--- src/rtl/mul_seq_unit_if.sv ---
// rtl/mul_seq_unit_if.sv - execute-stage handshake bundle for the iterative multiply sequencer
//
// Purpose: groups the E-stage request (start/abort/operands) and the unit's
//          response (stall, done pulse, product, flags) into one bundle.
// Ports (signals):
//   StartE      master->slave  qualified MUL/MLA in E
//   AccumulateE master->slave  1 = MLA, 0 = MUL
//   AbortE      master->slave  flush of E, cancels the operation
//   SrcAE/SrcBE/SrcCE master->slave  multiplicand, multiplier, accumulator
//   StallMulE   slave->master  freeze F/D/E (combinational)
//   DoneE       slave->master  one-cycle result-valid pulse
//   ResultE     slave->master  low WIDTH bits of SrcA*SrcB (+SrcC)
//   MulFlagsE   slave->master  {N, Z} of ResultE
interface mul_seq_unit_if #(
  parameter int WIDTH = 32
);
  logic             StartE;
  logic             AccumulateE;
  logic             AbortE;
  logic [WIDTH-1:0] SrcAE;
  logic [WIDTH-1:0] SrcBE;
  logic [WIDTH-1:0] SrcCE;
  logic             StallMulE;
  logic             DoneE;
  logic [WIDTH-1:0] ResultE;
  logic [1:0]       MulFlagsE;

  modport master (
    output StartE, AccumulateE, AbortE, SrcAE, SrcBE, SrcCE,
    input  StallMulE, DoneE, ResultE, MulFlagsE
  );

  modport slave (
    input  StartE, AccumulateE, AbortE, SrcAE, SrcBE, SrcCE,
    output StallMulE, DoneE, ResultE, MulFlagsE
  );
endinterface

--- src/rtl/mul_seq_unit.sv ---
// rtl/mul_seq_unit.sv - radix-2 shift-add MUL/MLA sequencer with early termination
//
// Purpose: on a qualified multiply in E, freezes the pipeline and performs one
//          shift-add step per clock until the remaining multiplier is zero,
//          then pulses DoneE with the registered product and {N, Z} flags.
// Ports:
//   clk    system clock
//   reset  asynchronous, active-high reset
//   bus    mul_seq_unit_if.slave: StartE, AccumulateE, AbortE, SrcAE, SrcBE,
//          SrcCE in; StallMulE, DoneE, ResultE, MulFlagsE out
module mul_seq_unit #(
  parameter int WIDTH = 32,
  parameter int CNTW  = 5
) (
  input  logic          clk,
  input  logic          reset,
  mul_seq_unit_if.slave bus
);

  typedef enum logic [1:0] {IDLE, RUN, DONE} stateT;

  stateT            state;
  logic [WIDTH-1:0] mcand;
  logic [WIDTH-1:0] mplier;
  logic [WIDTH-1:0] acc;
  logic [CNTW-1:0]  count;
  logic [WIDTH-1:0] resultQ;
  logic [1:0]       flagsQ;
  logic             doneQ;

  logic [WIDTH-1:0] accNext;
  logic             lastStep;
  logic             accept;

  assign accNext  = mplier[0] ? acc + mcand : acc;
  // Stop once no multiplier bits remain after this step, or after the final bit.
  assign lastStep = ((mplier >> 1) == '0) || (count == CNTW'(WIDTH - 1));
  // A new operation may be taken from IDLE or straight out of DONE.
  assign accept   = bus.StartE & ~bus.AbortE & (state != RUN);

  // Abort releases the pipeline in the same cycle it is seen.
  assign bus.StallMulE = ~bus.AbortE & ((state == RUN) | bus.StartE);
  assign bus.DoneE     = doneQ;
  assign bus.ResultE   = resultQ;
  assign bus.MulFlagsE = flagsQ;

  always_ff @(posedge clk or posedge reset) begin
    if (reset) begin
      state   <= IDLE;
      mcand   <= '0;
      mplier  <= '0;
      acc     <= '0;
      count   <= '0;
      resultQ <= '0;
      flagsQ  <= 2'b01;
      doneQ   <= 1'b0;
    end else begin
      doneQ <= 1'b0;
      case (state)
        IDLE, DONE: begin
          if (accept) begin
            mcand  <= bus.SrcAE;
            mplier <= bus.SrcBE;
            acc    <= bus.AccumulateE ? bus.SrcCE : '0;
            count  <= '0;
            state  <= RUN;
          end else begin
            state <= IDLE;
          end
        end
        RUN: begin
          if (bus.AbortE) begin
            state <= IDLE;
          end else begin
            acc    <= accNext;
            mcand  <= mcand << 1;
            mplier <= mplier >> 1;
            count  <= count + 1'b1;
            if (lastStep) begin
              // Result and flags are captured from the final step's sum so
              // they are already valid during the DONE cycle.
              state   <= DONE;
              resultQ <= accNext;
              flagsQ  <= {accNext[WIDTH-1], accNext == '0};
              doneQ   <= 1'b1;
            end
          end
        end
        default: state <= IDLE;
      endcase
    end
  end

endmodule
--- src/flat_wrapper.sv ---
// flat-port wrapper written by rule: the top's interface ports become plain ports
module mul_seq_unit_flat 
#(
  parameter int WIDTH = 32,
  parameter int CNTW  = 5
)
  (clk, reset, bus_StartE, bus_AccumulateE, bus_AbortE, bus_SrcAE, bus_SrcBE, bus_SrcCE, bus_StallMulE, bus_DoneE, bus_ResultE, bus_MulFlagsE);
  mul_seq_unit_if #(.WIDTH(WIDTH)) bus_i ();
  input  logic clk;
  input  logic reset;
  input wire logic [$bits(bus_i.StartE)-1:0] bus_StartE;
  input wire logic [$bits(bus_i.AccumulateE)-1:0] bus_AccumulateE;
  input wire logic [$bits(bus_i.AbortE)-1:0] bus_AbortE;
  input wire logic [$bits(bus_i.SrcAE)-1:0] bus_SrcAE;
  input wire logic [$bits(bus_i.SrcBE)-1:0] bus_SrcBE;
  input wire logic [$bits(bus_i.SrcCE)-1:0] bus_SrcCE;
  output wire logic [$bits(bus_i.StallMulE)-1:0] bus_StallMulE;
  output wire logic [$bits(bus_i.DoneE)-1:0] bus_DoneE;
  output wire logic [$bits(bus_i.ResultE)-1:0] bus_ResultE;
  output wire logic [$bits(bus_i.MulFlagsE)-1:0] bus_MulFlagsE;
  assign bus_i.StartE = bus_StartE;
  assign bus_i.AccumulateE = bus_AccumulateE;
  assign bus_i.AbortE = bus_AbortE;
  assign bus_i.SrcAE = bus_SrcAE;
  assign bus_i.SrcBE = bus_SrcBE;
  assign bus_i.SrcCE = bus_SrcCE;
  assign bus_StallMulE = bus_i.StallMulE;
  assign bus_DoneE = bus_i.DoneE;
  assign bus_ResultE = bus_i.ResultE;
  assign bus_MulFlagsE = bus_i.MulFlagsE;
  mul_seq_unit #(.WIDTH(WIDTH), .CNTW(CNTW)) u_core (.clk(clk), .reset(reset), .bus(bus_i));
endmodule
--- config.mk ---
export PLATFORM = sky130hd
export DESIGN_NAME = mul_seq_unit_flat
export DESIGN_NICKNAME = d
export VERILOG_FILES = /design/src/rtl/mul_seq_unit_if.sv /design/src/rtl/mul_seq_unit.sv /design/src/flat_wrapper.sv
export SDC_FILE = /design/constraint.sdc
export NUM_CORES = 1
export LEC_CHECK = 0
export CAP_MARGIN = 15
export CORE_AREA = 2 2 157 144
export DETAILED_ROUTE_END_ITERATION = 16
export DIE_AREA = 0 0 159 146
export GPL_TIMING_DRIVEN = 1
export PLACE_DENSITY = 0.69
export SYNTH_ARGS = -nofsm -noshare
export SYNTH_HDL_FRONTEND = slang
export SYNTH_SLANG_ARGS = --single-unit
--- constraint.sdc ---
create_clock -name clk -period 11.3 [get_ports clk]
set_input_delay 1.695 -clock clk [delete_from_list [all_inputs] [get_ports clk]]
set_output_delay 1.695 -clock clk [all_outputs]
set_load 0.1 [all_outputs]
[Yosys cells after proc, flatten, opt, wreduce, memory -nomap -nowiden]
Index checks and enable logic that the tools add are counted.
Storage, ports and cells
  bits in registers: 138
  latch bits: 0
  bits in writable memories: 0
  bits in read-only memories: 0
  input bits: 101
  output and inout port bits: 36
  logic and storage cells: 51
  memories: 0
Operators by class
  add/subtract/negate cells: 2
  $mul: 0
  div/mod/pow operators: 0
  order comparisons: 0
  equality and inequality tests: 7
  shift operators: 0
  muxes and demuxes: 21
  bitwise gates (word level): 5
  reductions and logical operators: 8
Operators by type and width (number)
  32-bit two-way mux: 8
  32-bit case mux with 2 select lines: 3
  32-bit logical NOT: 2
  32-bit adder: 1
  5-bit two-way mux: 2
  5-bit case mux with 2 select lines: 1
  3-bit AND reduction: 2
  5-bit by 1-bit adder with 5-bit output (second input constant): 1
  5-bit == test (second input constant): 1
  1-bit two-way mux: 4
  2-bit two-way mux: 2
  2-bit by 1-bit != test with 1-bit output (second input constant): 2
  2-bit case mux with 2 select lines: 1
  1-bit AND: 3
  3-bit by 2-bit != test with 1-bit output (second input constant): 1
  2-bit by 1-bit == test with 1-bit output (second input constant): 1
  2-bit == test (second input constant): 1
  2-bit logical NOT: 1
  2-bit != test (second input constant): 1
  2-bit nonzero test: 1
  2-bit OR reduction: 1
  1-bit logical OR: 1
  1-bit NOT: 1
  1-bit OR: 1

[Logic depth before layout (Yosys ltp)]
Gate-level depths: netlist of run 1.
  depth after elaboration: 5
  mapped depth: 12
  depth with buffers taken out: 12

[Worst setup path after synthesis of run 1]
OpenSTA, ideal clock, no wires.
  path kind: input -> output
  from: input bus_AbortE
  to: output bus_StallMulE
  arrival: 3.142 ns
  path slack: 6.463 ns
  stages: 2
  path buffers: 1
  cell sequence: clkbuf_1 -> nor2_1
On the way
  word-level cells in the longest chain between the ends: 2
RTL lines
  start, declared: RTL line flat_wrapper.sv:13  | input wire logic [$bits(bus_i.AbortE)-1:0] bus_AbortE;
  1-bit NOT (no line)
  1-bit AND: RTL line mul_seq_unit.sv:42  | assign bus.StallMulE = ~bus.AbortE & ((state == RUN) | bus.StartE);
  end, declared: RTL line flat_wrapper.sv:17  | output wire logic [$bits(bus_i.StallMulE)-1:0] bus_StallMulE;
Every way passes these cells.

[Worst setup path after layout of run 1]
Same ends and word-level chain as after synthesis.

==> impl_metrics.env, run 1 <==
export IMPL_met3_usage_pct=5.643
export IMPL_port_buffers=136
export IMPL_rrSetupSlack_ns=7.23
export IMPL_grt_pass1_wl_mm=39.41
export IMPL_synth_area_leaders="dfrtp_1, nand2_1, a31oi_1, nor2_1, ha_1"
export IMPL_drt_iter0_markers=619
export IMPL_synth_area_um2=8467
export IMPL_area_growth_pct=25.61
export IMPL_maxCapViolCount=0
export IMPL_holdBufCountCts=0
export IMPL_core_rowCount=51
export IMPL_syn_nets=1161
export IMPL_wl_per_cell_um=16.66
export IMPL_fillCellCount=2070
export IMPL_clock_skew_ns=0.01079
export IMPL_power_density_nw_per_um2=208.6
export IMPL_cts_resized_gates=0
export IMPL_finalSetupViolations=0
export IMPL_start_util_pct=39.49
export IMPL_ctsRootBufferMaster="clkbuf_16"
export IMPL_startpoint_type="primary input"
export IMPL_detail_route_antenna_nets=0
export IMPL_syn_instance_count=1026
export IMPL_synth_top_cell_by_area="dfrtp_1"
export IMPL_globalRoute_totalOverflow=0
export IMPL_ir_drop_uv=88.39
export IMPL_max_freq_ghz=0.1894
export IMPL_min_to="u_core.count[4]$_DFFE_PP0P_"
export IMPL_drv_slew=0
export IMPL_die_w_um=159
export IMPL_async_flop_share_pct=100.0
export IMPL_cts_clk_slew_worst_paths_ns=0.06
export IMPL_ys_seq_elements=137
export IMPL_grtUsageMet2_pct=32.76
export IMPL_die_h_um=146
export IMPL_period_needed_ns=5.281
export IMPL_worstSkewPairLatency_ns=0.43
export IMPL_vias_per_cell=5.595
export IMPL_yosysSeqAreaShare_pct=40.51
export IMPL_synth_distinct_cells=72
export IMPL_max_slew_margin_rel_pct=29.95
export IMPL_fin_crit_sh_pct=46.73
export IMPL_core_area_um2=21440
export IMPL_max_clock_path_buffers=2
export IMPL_crit_type="primary input to output pin"
export IMPL_drive_gt1_share_pct=7.237
export IMPL_cts_tree="built"
export IMPL_antenna_found_initial=1
export IMPL_crit_arrival_ns=3.59
export IMPL_track_usage_pct=20.83
export IMPL_first_global_vias=7551
export IMPL_cts_setup_buffers=0
export IMPL_critPathRequiredTime_ns=9.61
export IMPL_busiest_layer="met2"
export IMPL_yosys_area_top_type_share_pct=40.20
export IMPL_post_route_drc_count=0
export IMPL_cts_buffers=17
export IMPL_reg2reg_depth=12
export IMPL_cts_num_sinks=137
export IMPL_ys_flop_type="dfrtp_1"
export IMPL_antennaDiodeCount=0
export IMPL_min_path_type="flip-flop to flip-flop"
export IMPL_cp_max_fo=9
export IMPL_wl_mm=23.72
export IMPL_holdWs_ns=0.4784
export IMPL_drt_pass1_iter_count=6
export IMPL_io_pins=137
export IMPL_synth_area_per_cell_um2=8.252
export IMPL_grt_util_met1_pct=28.29
export IMPL_cts_max_level=4
export IMPL_status="finished clean"
export IMPL_nets=1255
export IMPL_min_delay_path_depth=2
export IMPL_synth_edf_count=0
export IMPL_die_area_um2=23210
export IMPL_rr_endpoint="u_core.bus.MulFlagsE[0]$_DFFE_PP1P_"
export IMPL_worstMarginPinSlew_ns=1.047
export IMPL_end_kind="output pin"
export IMPL_ys_warnings_count=0
export IMPL_p_total_mw=2.218
export IMPL_num_vias=7967
export IMPL_rsz0062_at_grt="false"
export IMPL_tns_ns=0
export IMPL_r2r_start="u_core.acc[0]$_DFFE_PP0P_"
export IMPL_place_gp_congestion=0.9289
export IMPL_min_from="u_core.count[4]$_DFFE_PP0P_"
export IMPL_grt_max_degree=103
export IMPL_hpwl_mm=16.63
export IMPL_leakagePower_nw=4.474
export IMPL_report_final_hold_viol_count=0
[cell usage in the layout, fill, tap and decap left out, types with 5 or more instances in the layout]
cell type and count:
nor2b_1 7, mux2_2 20, a31oi_1 101, clkdlybuf4s50_1 136, mux2i_1 6, nor2_1 125, o211ai_1 5, clkbuf_16 17
nand3_1 32, ha_1 33, nand4_1 12, nor3_1 14, buf_4 9, nor4_1 15, a21o_1 22, nand2_1 210
o21a_1 11, a21oi_1 32, nand2b_1 6, or3_1 7, and3_1 5, xnor2_1 9, a211oi_1 8, o21bai_1 5
o31ai_1 6, dfrtp_1 136, inv_6 6, o21ai_0 51, inv_1 13
[power by group]
part / switching [mW] / internal, mW / leakage, nW
sequential: 0.0857 / 0.574 / 1.66
combinational: 0.573 / 0.395 / 2.52
clock: 0.238 / 0.352 / 0.293
total: 0.897 / 1.32 / 4.47
[Yosys cell counts, types with 15 or more instances]
cell type	number
a21o_1	22
a21oi_1	33
a31oi_1	101
clkbuf_1	60
dfrtp_1	136
ha_1	33
mux2_2	20
nand2_1	210
nand3_1	32
nor2_1	126
nor4_1	15
o21ai_0	51
[final cells by class]
cell class,count,area (um2),area share (%)
multi-input cells,805,4740,44.56
repair buffers,145,1429,13.44
flip-flops and latches,137,3430,32.25
inverters,14,57.56,0.5412
clock buffers,17,425.4,4.000
clock inverters,15,190.2,1.788
well taps,291,364.1,3.424
[worst max-delay path, stage by stage]
cell and delay (ns):
clkdlybuf4s50_1 0.58, nor2_1 0.17, clkdlybuf4s50_1 1.14
[per-layer routing]
metal | part of all wire [%] | routed length (um) | vias to the layer above
met3 | 6.9 | 1648 | 31
met4 | 1.6 | 373 | 2
met5 | 0.067 | 16 | -
met1 | 47 | 11080 | 3764
li1 | - | - | 3897
met2 | 45 | 10600 | 273
[sequential cells by signal (all words and copies together), names as in the netlist]
signal,cells
u_core.state,2
u_core.mplier,32
u_core.bus.ResultE,32
u_core.bus.DoneE,1
u_core.count,5
u_core.bus.MulFlagsE,1
u_core.mcand,32
u_core.acc,32
[worst max path at each step]
stage,from,endpoint,slack [ns],cells after the start
after floorplan,reset,u_core.acc[0]$_DFFE_PP0P_,5.94,1
after global placement,bus_AbortE,bus_StallMulE,6.04,3
after detailed placement,bus_AbortE,bus_StallMulE,6.01,3
after CTS,bus_AbortE,bus_StallMulE,6.01,3
after global routing,bus_AbortE,bus_StallMulE,5.97,3
final,bus_AbortE,bus_StallMulE,6.02,3
[metrics by stage]
stage	area [um2]	util, %	std cells	setup slack (ns)
after global routing	10640	49.60	1424	5.966
after CTS	10640	49.60	1424	6.009
after global placement	10020	46.73	1392	6.042
final	10640	49.60	1424	6.019
after floorplan	8467	-	1026	5.939
after detailed placement	10020	46.73	1392	6.012
[cells by family after synthesis]
family,Yosys count,synth area share (%)
AOI/OAI and AO/OA,288,23.45
xor gates and xnor gates,11,1.138
adders and majority gates,34,5.113
buffers and inverters,84,3.827
DFF,137,40.51
muxes,26,3.369
and+or+nand+nor,446,22.60
Power figures use the tool's default switching activity.
==> inputs of run 2 (changes only) <==
--- a/config.mk
+++ b/config.mk
@@ -10,7 +10,7 @@
 export DETAILED_ROUTE_END_ITERATION = 16
 export DIE_AREA = 0 0 159 146
 export GPL_TIMING_DRIVEN = 1
-export PLACE_DENSITY = 0.69
+export PLACE_DENSITY = 0.71
 export SYNTH_ARGS = -nofsm -noshare
 export SYNTH_HDL_FRONTEND = slang
 export SYNTH_SLANG_ARGS = --single-unit
==> constraint.sdc (replaced) <==
create_clock -name clk -period 4.56 [get_ports clk]
set_input_delay 0.684 -clock clk [delete_from_list [all_inputs] [get_ports clk]]
set_output_delay 0.684 -clock clk [all_outputs]
set_load 0.1 [all_outputs]
==> impl_metrics.env, run 2 (same netlist as run 1, synthesis figures left out) <==
export IMPL_status="finished clean"
export IMPL_wl_mm=24.66
export IMPL_path_cells="ha_1 > fa_1 > a21o_1 > a311oi_4 > o22ai_4 > nor3_2 > o21ai_0 > o311ai_0 > nor4_1 > nand4_1 > nor4_1 > a31o_1"
export IMPL_ir_drop_uv=210.7
export IMPL_cts_setup_buffers=0
export IMPL_finalSetupViolations=0
export IMPL_holdBufCountCts=0
export IMPL_antennaDiodeCount=0
export IMPL_max_freq_ghz=0.2637
export IMPL_power_density_nw_per_um2=511.5
export IMPL_detail_route_antenna_nets=0
export IMPL_track_usage_pct=21.22
export IMPL_grt_max_degree=83
export IMPL_start_util_pct=39.49
export IMPL_p_sw_share_pct=40.28
export IMPL_die_w_um=159
export IMPL_place_ws_ns=0.8490
export IMPL_slowest_delay_ns=0.69
export IMPL_wl_per_cell_um=17.27
export IMPL_vias_per_cell=5.726
export IMPL_tns_ns=0
export IMPL_crit_arrival_ns=4.16
export IMPL_startpoint_type="flip-flop"
export IMPL_globalRoute_totalOverflow=0
export IMPL_end_kind="flip-flop"
export IMPL_p_seq_share_pct=30.3
export IMPL_nets=1260
export IMPL_grt_pass1_wl_mm=39.65
export IMPL_min_from="u_core.count[4]$_DFFE_PP0P_"
export IMPL_cp_common_cell="nor4_1"
export IMPL_core_area_um2=21440
export IMPL_port_buffers=136
export IMPL_cp_max_fo=5
export IMPL_die_h_um=146
export IMPL_place_gp_congestion=0.9238
export IMPL_fin_crit_sh_pct=83.17
export IMPL_cts_num_sinks=137
export IMPL_drive_gt1_share_pct=7.564
export IMPL_ctsRootBufferMaster="clkbuf_16"
export IMPL_path_delay_family="compound AO/OA/AOI/OAI gates"
export IMPL_min_path_type="flip-flop to flip-flop"
export IMPL_area_growth_pct=25.70
export IMPL_post_route_drc_count=0
export IMPL_critPathRequiredTime_ns=4.92
export IMPL_cts_tree="built"
export IMPL_power_share_clock_pct=25.6
export IMPL_core_rowCount=51
export IMPL_critical_path_buf_inv_count=0
export IMPL_crit_path_start="u_core.acc[0]$_DFFE_PP0P_"
export IMPL_drt_pass1_iter_count=5
export IMPL_fin_ws_ns=0.7673
export IMPL_switchingPower_mw=2.193
export IMPL_cts_buffers=17
export IMPL_num_vias=8177
export IMPL_maxCapViolCount=0
export IMPL_r2r_start="u_core.acc[0]$_DFFE_PP0P_"
export IMPL_drt_iter0_markers=714
export IMPL_max_slew_margin_rel_pct=27.33
export IMPL_p_total_mw=5.443
export IMPL_clock_skew_ns=0.008343
export IMPL_worstSkewPairLatency_ns=0.43
export IMPL_worstMarginPinSlew_ns=1.087
export IMPL_power_internal_mw=3.251
export IMPL_report_final_hold_viol_count=0
export IMPL_first_global_vias=7637
export IMPL_drv_slew=0
export IMPL_hpwl_mm=17.63
export IMPL_die_area_um2=23210
export IMPL_cp_slowest_cell="o311ai_0"
export IMPL_rsz0062_at_grt="false"
export IMPL_final_common_cell="nand2_1"
export IMPL_crit_type="flip-flop to flip-flop"
export IMPL_leakagePower_nw=4.497
export IMPL_max_clock_path_buffers=2
export IMPL_mostFrequentLayoutCells="nand2_1, dfrtp_1, clkdlybuf4s50_1, nor2_1, a31oi_1"
export IMPL_antenna_found_initial=2
export IMPL_cts_resized_gates=0
export IMPL_period_needed_ns=3.793
export IMPL_io_pins=137
export IMPL_combPwrFrac_pct=44.1
export IMPL_cts_max_level=4
export IMPL_cts_clk_slew_worst_paths_ns=0.06
-- run 2: worst paths after layout --
path	endpoint	slack, ns	depth (start not counted)
worst max-delay path	u_core.bus.MulFlagsE[0]$_DFFE_PP1P_	0.77	12
worst min-delay path	u_core.count[4]$_DFFE_PP0P_	0.48	2
worst max register to register	u_core.bus.MulFlagsE[0]$_DFFE_PP1P_	0.77	12
worst min register to register	u_core.count[4]$_DFFE_PP0P_	0.48	2
max in group asynchronous	u_core.bus.MulFlagsE[0]$_DFFE_PP1P_	2.90	3
min in group asynchronous	u_core.mplier[22]$_DFFE_PP0P_	0.74	2
-- run 2: power groups by stage --
| stage | Sequential (mW) | Clock (mW) | Combinational [mW] |
|---|---|---|---|
| final | 1.65 | 1.39 | 2.40 |
| after global routing | 1.68 | 1.47 | 2.64 |
| after CTS | 1.64 | 1.41 | 2.37 |
| after detailed placement | 1.66 | 0 | 2.36 |
| after global placement | 1.66 | 0 | 2.31 |
| after floorplan | 1.58 | 0 | 1.84 |
-- run 2: through the flow --
step	hold WS [ns]	instance area [um2]	cells	utilization, %
floorplan	0.4453	8467	1026	-
global placement	0.4626	10050	1397	46.90
detailed placement	0.4720	10050	1397	46.90
CTS	0.4848	10640	1428	49.64
global route	0.4962	10640	1428	49.64
finish	0.4772	10640	1428	49.64
-- run 2: worst register-to-register path: stages (launching register included) --
cell,delay [ns]
dfrtp_1,0.40
ha_1,0.25
fa_1,0.44
a21o_1,0.27
a311oi_4,0.45
o22ai_4,0.16
nor3_2,0.28
o21ai_0,0.18
o311ai_0,0.69
nor4_1,0.16
nand4_1,0.14
nor4_1,0.07
a31o_1,0.23
-- run 2: cell type report --
cell class,count,area (um2)
inverters,14,57.56
flip-flops and latches,137,3430
fillers,2092,10800
clock inverters,10,117.6
well taps,291,364.1
clock buffers,21,470.5
multi-input cells,805,4740
repair buffers,150,1464
-- run 2: per-layer routing --
metal  global-route usage, %  wire length [um]  vias up
li1                        -                 -     3915
met4                   6.818               572        4
met3                   6.099              2043       54
met2                   32.46             10780      343
met5                       0                27        -
met1                   29.05             11240     3861
